### src/rtl/pipe_pkg.sv
// Shared types and defaults for the handshaked pipeline stage registers.
package pipe_pkg;

  typedef enum logic [1:0] {
    OCC_EMPTY = 2'd0,
    OCC_ONE   = 2'd1,
    OCC_FULL  = 2'd2
  } stage_occ_e;

  localparam int PIPE_CNT_W_DEFAULT = 16;

endpackage

### src/rtl/pipe_sat_counter.sv
// Saturating up-counter with synchronous clear; clear wins over increment.
module pipe_sat_counter #(
  parameter int W = 16
) (
  input  logic         clk,
  input  logic         rst,
  input  logic         clr,
  input  logic         inc,
  output logic [W-1:0] count
);

  logic [W-1:0] count_reg;

  always_ff @(posedge clk) begin
    if (rst || clr) begin
      count_reg <= '0;
    end else if (inc && (count_reg != {W{1'b1}})) begin
      count_reg <= count_reg + W'(1);
    end
  end

  assign count = count_reg;

endmodule

### src/rtl/pipe_stage_skid.sv
// Valid/ready pipeline stage with a one-entry skid buffer so in_ready is
// registered; flush turns the stage into a NOP. Includes stall/bubble counters.
module pipe_stage_skid
  import pipe_pkg::*;
#(
  parameter int              DATA_W    = 64,
  parameter logic [DATA_W-1:0] NOP_VALUE = '0,
  parameter int              CNT_W     = PIPE_CNT_W_DEFAULT
) (
  input  logic              clk,
  input  logic              rst,
  input  logic              flush,
  input  logic              in_valid,
  output logic              in_ready,
  input  logic [DATA_W-1:0] in_data,
  output logic              out_valid,
  input  logic              out_ready,
  output logic [DATA_W-1:0] out_data,
  output logic [1:0]        occupancy,
  input  logic              cnt_clr,
  output logic [CNT_W-1:0]  stall_cnt,
  output logic [CNT_W-1:0]  bubble_cnt
);

  logic              main_valid_reg;
  logic [DATA_W-1:0] main_data_reg;
  logic              skid_valid_reg;
  logic [DATA_W-1:0] skid_data_reg;
  stage_occ_e        occ;
  logic              fire_in;
  logic              fire_out;

  always_comb begin
    occ = OCC_EMPTY;
    case ({skid_valid_reg, main_valid_reg})
      2'b00:   occ = OCC_EMPTY;
      2'b01:   occ = OCC_ONE;
      default: occ = OCC_FULL;
    endcase
  end

  // in_ready depends only on registered state (and reset), never on out_ready.
  assign in_ready  = !skid_valid_reg && !rst;
  assign out_valid = main_valid_reg;
  assign out_data  = main_data_reg;
  assign occupancy = occ;
  assign fire_in   = in_valid && in_ready;
  assign fire_out  = main_valid_reg && out_ready;

  always_ff @(posedge clk) begin
    if (rst || flush) begin
      main_valid_reg <= 1'b0;
      skid_valid_reg <= 1'b0;
      main_data_reg  <= NOP_VALUE;
      skid_data_reg  <= NOP_VALUE;
    end else begin
      case (occ)
        OCC_EMPTY: begin
          if (fire_in) begin
            main_valid_reg <= 1'b1;
            main_data_reg  <= in_data;
          end
        end
        OCC_ONE: begin
          if (fire_in && fire_out) begin
            main_data_reg <= in_data;
          end else if (fire_in) begin
            skid_valid_reg <= 1'b1;
            skid_data_reg  <= in_data;
          end else if (fire_out) begin
            main_valid_reg <= 1'b0;
          end
        end
        default: begin
          if (fire_out) begin
            main_data_reg  <= skid_data_reg;
            skid_valid_reg <= 1'b0;
          end
        end
      endcase
    end
  end

  pipe_sat_counter #(.W(CNT_W)) u_stall_cnt (
    .clk   (clk),
    .rst   (rst),
    .clr   (cnt_clr),
    .inc   (main_valid_reg && !out_ready),
    .count (stall_cnt)
  );

  pipe_sat_counter #(.W(CNT_W)) u_bubble_cnt (
    .clk   (clk),
    .rst   (rst),
    .clr   (cnt_clr),
    .inc   (!main_valid_reg && out_ready),
    .count (bubble_cnt)
  );

endmodule

### config.mk
export PLATFORM = sky130hd
export DESIGN_NAME = pipe_stage_skid
export DESIGN_NICKNAME = d
export VERILOG_FILES = /design/src/rtl/pipe_pkg.sv /design/src/rtl/pipe_sat_counter.sv /design/src/rtl/pipe_stage_skid.sv
export SDC_FILE = /design/constraint.sdc
export NUM_CORES = 1
export LEC_CHECK = 0
export BUFFER_PORTS_ARGS = -buffer_cell sky130_fd_sc_hd__clkbuf_2
export CORE_ASPECT_RATIO = 1.5
export CORE_MARGIN = 3
export CORE_UTILIZATION = 50
export DETAILED_ROUTE_END_ITERATION = 6
export PLACE_DENSITY = 0.82
export SETUP_SLACK_MARGIN = 0.15
export SYNTH_ARGS = -nofsm -noshare
export SYNTH_HDL_FRONTEND = slang
export SYNTH_HIERARCHICAL = 1
export SYNTH_SLANG_ARGS = --single-unit
### constraint.sdc
create_clock -name clk -period 2.7 [get_ports clk]
set_clock_uncertainty 0.1 [all_clocks]
set_input_delay 0 -clock clk [delete_from_list [all_inputs] [get_ports clk]]
set_output_delay 0 -clock clk [all_outputs]
set_load 0.01 [all_outputs]
==> impl_metrics.tcl, run 1 <==
set metrics [dict create \
    status "complete, no violations" \
    arrival_ns 2.60 \
    viasPerCell 5.35 \
    nNetsFinal 1119 \
    cap_violations 0 \
    cts.sinks 162 \
    setup_tns_ns 0 \
    io_pins 170 \
    synth-edff-count 0 \
    fin_crit_ns 2.34 \
    core-area_mm2 0.0147 \
    path_buf_inv 2 \
    slew_violations 0 \
    syn_nets 907 \
    cts_hold_buf 72 \
    hold_viol_final 0 \
    final_antenna_net_count 0 \
    post_cts_resized 0 \
    fin_area_mm2 0.00988 \
    synthDistinctLibCells 44 \
    p_sw_mw 1.34 \
    port_buffers 169 \
    startpoint_type "register" \
    die_h_um 157 \
    max_freq_mhz 428 \
    p_comb_share_pct 8.3 \
    crit_path_top_delay_cell "dlygate4sd3_1" \
    hold_class "in2reg" \
    clk_latency_ns 0.42 \
    grt_start_max_net_pins 86 \
    syn-cell-area_mm2 0.00762 \
    htree_levels 4 \
    path_class "reg2reg" \
    crit_chain "nor2b_1, buf_4, and3_4, mux2i_1, dlygate4sd3_1" \
    diodes 0 \
    worstPathMaxFanout 27 \
    start_util_pct 51.8 \
    drive_gt1_share_pct 25.5 \
    grt_overflow_total 0 \
    power.internal_mw 4.05 \
    p_per_area_mw_per_mm2 545 \
    path_clk_slew_ns 0.07 \
    gp_congestion 0.820 \
    postCtsSetupBuffers 0 \
    path_delay_family "simple AND/OR/NAND/NOR gates" \
    ys.flop_type "dfxtp_1" \
    vias 6719 \
    drt_iter0_markers 455 \
    relSlewSlack_pct 25.2 \
    power.leakage_nw 4.18 \
    numCtsBuffers 17 \
    grt_pass1_vias 6672 \
    max_stage_delay_ns 0.56 \
    grt_pass1_wl_um 31100 \
    root_buffer "clkbuf_16" \
    cts_tree "built" \
    synth_seq_cells 162 \
    seq_area_frac_synth_pct 42.5 \
    routedWlPerCell_um 15.0 \
    grt_setup_unrepaired "false" \
    grt_antenna_before_repair 0 \
    ir_drop_v 0.000414 \
    fill_cells 1140 \
    dp_hpwl_um 11500 \
    rows 54 \
    clock_path_buffers 2 \
    postSynthCellCount 835 \
    grtUsageTotal_pct 22.5 \
    ys_warn_count 6 \
    swShare_pct 24.8 \
    die_area_mm2 0.0168 \
    avgSynthCellArea_um2 9.13 \
    tightestPinTransition_ns 1.12 \
    syn_to_final_growth_pct 29.5 \
    place_area_mm2 0.00854 \
    setup_viol_count_final 0 \
    dieWidth_um 107 \
    postSynth.asyncResetShare_pct 0 \
    pwr-share-clk_pct 46.6 \
    required_ns 2.96 \
    endpoint_kind "register" \
    pwr-share-seq_pct 45.2 \
    first_pass_iters 7 \
    drcViolationCount 0 \
    routed_wirelength_um 18900 \
    fin_crit_sh_pct 86.6 \
]
[per-layer routing]
metal	GRT usage [%]	wire length, um	vias up
met5	0	0	-
met4	8.65	395	0
met3	4.92	928	34
met2	41.1	9930	214
met1	25.3	7600	3177
li1	-	-	3294
[power groups by stage]
stage	Combinational, mW	Clock (mW)	Sequential [mW]
2_1_floorplan	0.224	0	2.49
3_3_place_gp	0.350	0	2.48
3_5_place_dp	0.357	0	2.49
4_1_cts	0.441	2.55	2.43
5_1_grt	0.490	2.64	2.43
6_report	0.446	2.51	2.43
[stage by stage]
step | instances | total power [mW] | hold WS (ns) | setup WS, ns | utilization, %
floorplan | 835 | 2.72 | -0.0524 | 0.762 | -
global route | 1256 | 5.56 | 0.118 | 0.220 | 67.0
global placement | 1152 | 2.83 | 0.140 | 0.663 | 58.0
CTS | 1256 | 5.42 | 0.0938 | 0.353 | 67.0
detailed placement | 1152 | 2.84 | 0.153 | 0.569 | 58.0
finish | 1256 | 5.39 | 0.102 | 0.362 | 67.0
[cell families after synthesis]
group           count (synthesis)  synth area share, %
compound gates                 58                 5.22
flops                         162                 42.5
simple gates                  355                 20.9
mux                           192                 26.3
xor+xnor                        6                0.689
buf+inv                        60                 4.04
fa+ha+maj                       2                0.328
[layout make-up]
cell class              instances  area (um2)  share of cell area [%]
flip-flops and latches        162        3250                    32.9
clock inverters                15         190                    1.93
well taps                     196         245                    2.48
clock buffers                  17         425                    4.31
inverters                       2        7.51                  0.0760
multi-input cells             613        4090                    41.5
repair buffers                251        1670                    16.9
[path summary, 6_finish.rpt]
path                start                 to  slack, ns  depth (start not counted)
max             out_valid   skid_data_reg[9]       0.36                          5
min reg2reg  out_data[13]       out_data[13]       0.36                          2
max reg2reg     out_valid   skid_data_reg[9]       0.36                          5
min              in_valid  skid_data_reg[17]       0.10                          3
[cells in the final DEF (no fill, tap or decap), types with 3 or more instances in the layout]
cell type	Yosys	final
nand2_1	269	269
clkbuf_2	2	169
dfxtp_1	162	161
mux2i_1	128	128
dlygate4sd3_1	0	72
mux2_2	41	41
mux2_1	23	23
a21oi_1	19	19
clkbuf_16	0	17
nor2_1	16	15
nand4_1	10	10
nand3_1	10	10
o21ai_0	10	10
or3_1	10	10
buf_4	6	8
and4_1	8	8
a41o_1	8	8
o31ai_1	6	6
or4_1	6	6
a31oi_1	6	6
inv_8	0	5
nor2b_1	4	4
xor2_1	4	4
and2_1	4	4
and3_4	2	3
nor3_1	3	3
clkinvlp_4	0	3
inv_6	0	3
[worst min-delay path, stage by stage]
cell and delay (ns):
clkbuf_2 0.10, and3_4 0.30, mux2i_1 0.17
[cell usage after synthesis, types with 4 or more instances]
library cell  instances  area, um2
a21oi_1              19       95.1
buf_2                 4       20.0
buf_4                 6       45.0
buf_6                 7       78.8
nand2_1             269       1010
mux2_1               23        259
xor2_1                4       35.0
o31ai_1               6       45.0
clkbuf_1             38        143
mux2_2               41        462
mux2i_1             128       1280
and2_1                4       25.0
nand3_1              10       50.1
nand4_1              10       62.6
o21ai_0              10       50.1
dfxtp_1             162       3240
or4_1                 6       45.0
or3_1                10       62.6
a41o_1                8       80.1
nor2_1               16       60.1
a31oi_1               6       37.5
and4_1                8       70.1
nor2b_1               4       25.0
No activity file was read; power rests on OpenSTA's default activity.
==> run 2: changes to the inputs <==
--- a/config.mk
+++ b/config.mk
@@ -11,6 +11,7 @@
 export CORE_UTILIZATION = 50
 export DETAILED_ROUTE_END_ITERATION = 6
 export PLACE_DENSITY = 0.82
+export REMOVE_ABC_BUFFERS = 1
 export SETUP_SLACK_MARGIN = 0.15
 export SYNTH_ARGS = -nofsm -noshare
 export SYNTH_HDL_FRONTEND = slang
==> impl_metrics.tcl, run 2 (synthesized netlist as in run 1, its figures left out) <==
set metrics [dict create \
    grt_pass1_wl_um 31400 \
    fill_cells 1184 \
    power.leakage_nw 4.18 \
    layout_commonest_cell "nand2_1" \
    r2r_slack_ns 0.43 \
    numCtsBuffers 17 \
    multiInputGateArea_mm2 0.00409 \
    setup_viol_count_final 0 \
    io_pins 170 \
    drive_gt1_share_pct 25.3 \
    postCtsSetupBuffers 0 \
    htree_levels 4 \
    p_per_area_mw_per_mm2 542 \
    root_buffer "clkbuf_16" \
    viasPerCell 5.40 \
    hold_viol_final 0 \
    die_h_um 157 \
    grt_start_max_net_pins 102 \
    die_area_mm2 0.0168 \
    startpoint_type "register" \
    endpoint_kind "register" \
    required_ns 2.95 \
    arrival_ns 2.52 \
    status "complete, no violations" \
    slew_violations 0 \
    ir_drop_v 0.000350 \
    core-area_mm2 0.0147 \
    hold_class "in2reg" \
    final_antenna_net_count 0 \
    fin_util_pct 67.0 \
    cts.sinks 162 \
    relSlewSlack_pct 24.1 \
    clk_latency_ns 0.41 \
    syn_to_final_growth_pct 29.4 \
    crit_path_top_delay_cell "dlygate4sd3_1" \
    grtUsageTotal_pct 22.8 \
    cap_violations 0 \
    gp_congestion 0.782 \
    dp_slack_ns 0.599 \
    max_stage_delay_ns 0.55 \
    r2r_cells 6 \
    dieWidth_um 107 \
    nNetsFinal 1116 \
    grt_antenna_before_repair 0 \
    r2r_end "skid_data_reg[21]" \
    worstPathMaxFanout 65 \
    fin_crit_ns 2.27 \
    clock_path_buffers 2 \
    min_to "skid_data_reg[6]" \
    drt_iter0_markers 384 \
    max_freq_mhz 440 \
    drcViolationCount 0 \
    crit_chain "nor2b_1, buf_4, and3_4, buf_12, mux2i_1, dlygate4sd3_1" \
    grt_setup_unrepaired "false" \
    tightestPinTransition_ns 1.14 \
    rows 54 \
    setup_ws_ns 0.426 \
    routed_wirelength_um 18900 \
    path_clk_slew_ns 0.07 \
    routedWlPerCell_um 15.1 \
    vias 6767 \
    grt_overflow_total 0 \
    dp_hpwl_um 11200 \
    grt_pass1_vias 6671 \
    path_class "reg2reg" \
    port_buffers 169 \
    cts_tree "built" \
    first_pass_iters 5 \
    fin_crit_sh_pct 84.2 \
    start_util_pct 51.8 \
    regArea_mm2 0.00325 \
    worstHoldStart "in_valid" \
    rr_startpoint "out_valid" \
    hold_depth 4 \
    mostFrequentLayoutCells "269 x nand2_1, 169 x clkbuf_2, 161 x dfxtp_1, 128 x mux2i_1, 72 x dlygate4sd3_1" \
]
run 2: changes by cell type in the layout (fill, tap and decap cells not counted), sizes merged:
cell | previous run | this run
inv | 10 | 6
clkinv | 2 | 6
clkinvlp | 3 | 1
clkbuf | 186 | 188
diode | 0 | 1
buf | 10 | 7
run 2: cell type report:
type / instances / share of cell area (%)
multi-input cells: 613 / 41.5
flip-flops and latches: 162 / 32.9
repair buffers: 248 / 16.9
clock buffers: 19 / 4.59
well taps: 196 / 2.49
clock inverters: 13 / 1.52
inverters: 2 / 0.0761
diodes: 1 / 0.0254
run 2: worst max-delay path by stage:
stage	start	endpoint	slack [ns]	depth (start not counted)
after floorplan	rst	skid_valid_reg	-5.57	2
after global placement	out_valid	out_data[42]	0.67	4
after detailed placement	out_valid	out_data[55]	0.60	4
after CTS	out_valid	skid_data_reg[21]	0.40	6
after global routing	out_valid	skid_data_reg[21]	0.27	6
final	out_valid	skid_data_reg[21]	0.43	6
run 2: critical path: cells and delay by family (launching register included):
family	cells	cell delay, ns
simple gates	2	0.37
flops	1	0.41
buf+inv	3	1.08
mux	1	0.22
run 2: timing repair:
item / CTS / global route
endpoints found under the setup margin: 0 / 0
gates resized for setup: 0 / 0
hold endpoints to repair: 135 / 0
hold buffers: 72 / 0
run 2: through the flow:
step	instances	power, mW	hold WS [ns]	setup TNS, ns	area, um2
CTS	1253	5.39	0.192	0	9870
global route	1253	5.52	0.221	0	9870
detailed placement	1149	2.85	0.142	0	8540
finish	1254	5.35	0.170	0	9870
floorplan	777	2.74	-0.0524	-715.51	7320
global placement	1149	2.84	0.141	0	8540
run 2: per-layer routing:
layer / up-vias / track usage (%) / share of wire [%]
met4: 0 / 10.6 / 3.4
li1: 3292 / - / -
met5: - / 0 / 0
met1: 3242 / 25.3 / 39
met3: 53 / 4.02 / 4.3
met2: 180 / 41.8 / 53
run 2: report_power, final:
part           leakage, nW  internal, mW  switching [mW]
combinational         2.57         0.226           0.224
sequential            1.31          2.41          0.0175
clock                0.296          1.43            1.04
total                 4.18          4.07            1.28
==> run 3: changes to the inputs <==
--- a/config.mk
+++ b/config.mk
@@ -8,9 +8,9 @@
 export BUFFER_PORTS_ARGS = -buffer_cell sky130_fd_sc_hd__clkbuf_2
 export CORE_ASPECT_RATIO = 1.5
 export CORE_MARGIN = 3
-export CORE_UTILIZATION = 50
+export CORE_UTILIZATION = 49
 export DETAILED_ROUTE_END_ITERATION = 6
-export PLACE_DENSITY = 0.82
+export PLACE_DENSITY = 0.83
 export REMOVE_ABC_BUFFERS = 1
 export SETUP_SLACK_MARGIN = 0.15
 export SYNTH_ARGS = -nofsm -noshare
==> constraint.sdc (replaced) <==
create_clock -name clk -period 1.9 [get_ports clk]
set_clock_uncertainty 0.1 [all_clocks]
set_input_delay 0 -clock clk [delete_from_list [all_inputs] [get_ports clk]]
set_output_delay 0 -clock clk [all_outputs]
set_load 0.01 [all_outputs]
==> impl_metrics.tcl, run 3 (synthesized netlist as in run 1, its figures left out) <==
set metrics [dict create \
    p_per_area_mw_per_mm2 743 \
    fin_crit_sh_pct 94.2 \
    fin_util_pct 69.0 \
    path_clk_slew_ns 0.07 \
    drt_iter0_markers 355 \
    root_buffer "clkbuf_16" \
    path_class "reg2reg" \
    endpoint_kind "register" \
    power.leakage_nw 4.46 \
    max_freq_mhz 559 \
    die_h_um 159 \
    relSlewSlack_pct 65.4 \
    slew_violations 0 \
    cap_violations 0 \
    viasPerCell 5.35 \
    drive_gt1_share_pct 31.4 \
    holdWs_ns 0.268 \
    crit_path_top_delay_cell "or4_1" \
    setup_viol_count_final 0 \
    grt_setup_unrepaired "true" \
    start_util_pct 50.4 \
    arrival_ns 2.03 \
    cts.sinks 162 \
    syn_to_final_growth_pct 37.1 \
    cts_tree "built" \
    startpoint_type "register" \
    fin_crit_ns 1.79 \
    pwr-share-seq_pct 44.4 \
    pwr-share-clk_pct 46.8 \
    dieWidth_um 108 \
    dp_hpwl_um 12300 \
    swShare_pct 24.0 \
    grt_pass1_vias 6697 \
    core-area_mm2 0.0151 \
    grt_overflow_total 0 \
    status "complete, no violations" \
    cp-startpoint "u_bubble_cnt/count[10]" \
    cp_common_cell "buf_4" \
    rr_startpoint "u_bubble_cnt/count[10]" \
    power.internal_mw 5.90 \
    clk_latency_ns 0.41 \
    io_pins 170 \
    port_buffers 169 \
    hold_class "in2reg" \
    diodes 0 \
    grt_pass1_wl_um 31500 \
    routed_wirelength_um 19800 \
    mostFrequentLayoutCells "269 x nand2_1, 169 x clkbuf_2, 136 x dfxtp_1, 128 x mux2i_1, 71 x dlygate4sd3_1" \
    grtUsageTotal_pct 22.3 \
    tightestPinTransition_ns 0.518 \
    first_pass_iters 5 \
    required_ns 2.14 \
    grt_start_max_net_pins 56 \
    numCtsBuffers 17 \
    finalPower_mw 7.76 \
    grt_antenna_before_repair 0 \
    vias 6931 \
    routedWlPerCell_um 15.3 \
    fill_cells 1131 \
    max_stage_delay_ns 0.52 \
    clock_path_buffers 2 \
    htree_levels 4 \
    die_area_mm2 0.0171 \
    drcViolationCount 0 \
    nNetsFinal 1157 \
    setup_tns_ns 0 \
    hold_viol_final 0 \
    crit_chain "nand4_1, buf_4, nor4_2, buf_4, or4_1, a21oi_2" \
    gp_congestion 0.817 \
    r2r_end "u_bubble_cnt/count[15]" \
    cp-endpoint "u_bubble_cnt/count[15]" \
    p_sw_mw 1.87 \
    rows 55 \
    final_antenna_net_count 0 \
    ir_drop_v 0.000595 \
    layout_commonest_cell "nand2_1" \
    worstPathMaxFanout 8 \
    p_comb_share_pct 8.7 \
    r2r_slack_ns 0.11 \
    r2r_cells 6 \
]
## run 3: changes by cell type in the layout (fill, tap and decap cells not counted), moves of 3 or more
cell     previous run  this run
buf_12              4        11
dfxtp_2             0        20
buf_4               3        36
inv_6               3         6
dfxtp_4             1         6
dfxtp_1           161       136
## run 3: area by class of cell
type,instances,area [um2],area share (%)
clock buffers,17,425,4.07
well taps,199,249,2.38
flip-flops and latches,162,3290,31.5
multi-input cells,613,4190,40.0
inverters,2,7.51,0.0718
repair buffers,289,2100,20.1
clock inverters,14,194,1.86
## run 3: worst min-delay path by stage
stage	startpoint	end	slack (ns)	depth (start not counted)
2_1_floorplan	rst	in_ready	-0.05	1
3_3_place_gp	flush	out_valid	0.14	2
3_5_place_dp	flush	out_valid	0.14	2
4_1_cts	in_data[25]	skid_data_reg[25]	0.26	4
5_1_grt	in_data[25]	skid_data_reg[25]	0.26	4
6_report	in_data[25]	skid_data_reg[25]	0.27	4
## run 3: per-stage QoR
stage                     cells  setup WS [ns]  cell area (um2)
after global routing       1296         0.0551            10500
final                      1296          0.110            10500
after CTS                  1282          0.151            10200
after floorplan             777          -6.37             7320
after global placement     1178          0.184             8840
after detailed placement   1178          0.135             8840
## run 3: power groups by stage
stage / Sequential, mW / Combinational (mW) / Clock (mW)
after global routing: 3.45 / 0.736 / 3.84
after CTS: 3.45 / 0.669 / 3.71
final: 3.45 / 0.678 / 3.64
after floorplan: 3.55 / 0.340 / 0
after detailed placement: 3.53 / 0.549 / 0
after global placement: 3.53 / 0.539 / 0
## run 3: worst max-delay path: cells and delay by family (launching register included)
family                 cells  cell delay (ns)
AO/OA/AOI/OAI              1             0.15
buffers and inverters      2             0.32
flip-flops                 1             0.36
AND/OR/NAND/NOR            3             0.78
## run 3: metal layers
metal	vias to the layer above	wire [um]	global-route usage [%]
met5	-	0	0
met4	0	539	8.67
met3	46	960	4.31
met2	213	10600	40.8
met1	3296	7760	24.8
li1	3376	-	-
## run 3: timing repair
| item | CTS | global route |
|---|---|---|
| cloned | 0 | 1 |
| setup buffers | 2 | 13 |
| gates resized for setup | 8 | 41 |
| pin swaps | 3 | 11 |
| setup endpoints to repair | 10 | 27 |
| endpoints found under the hold margin | 133 | 0 |
| hold buffers | 71 | 0 |
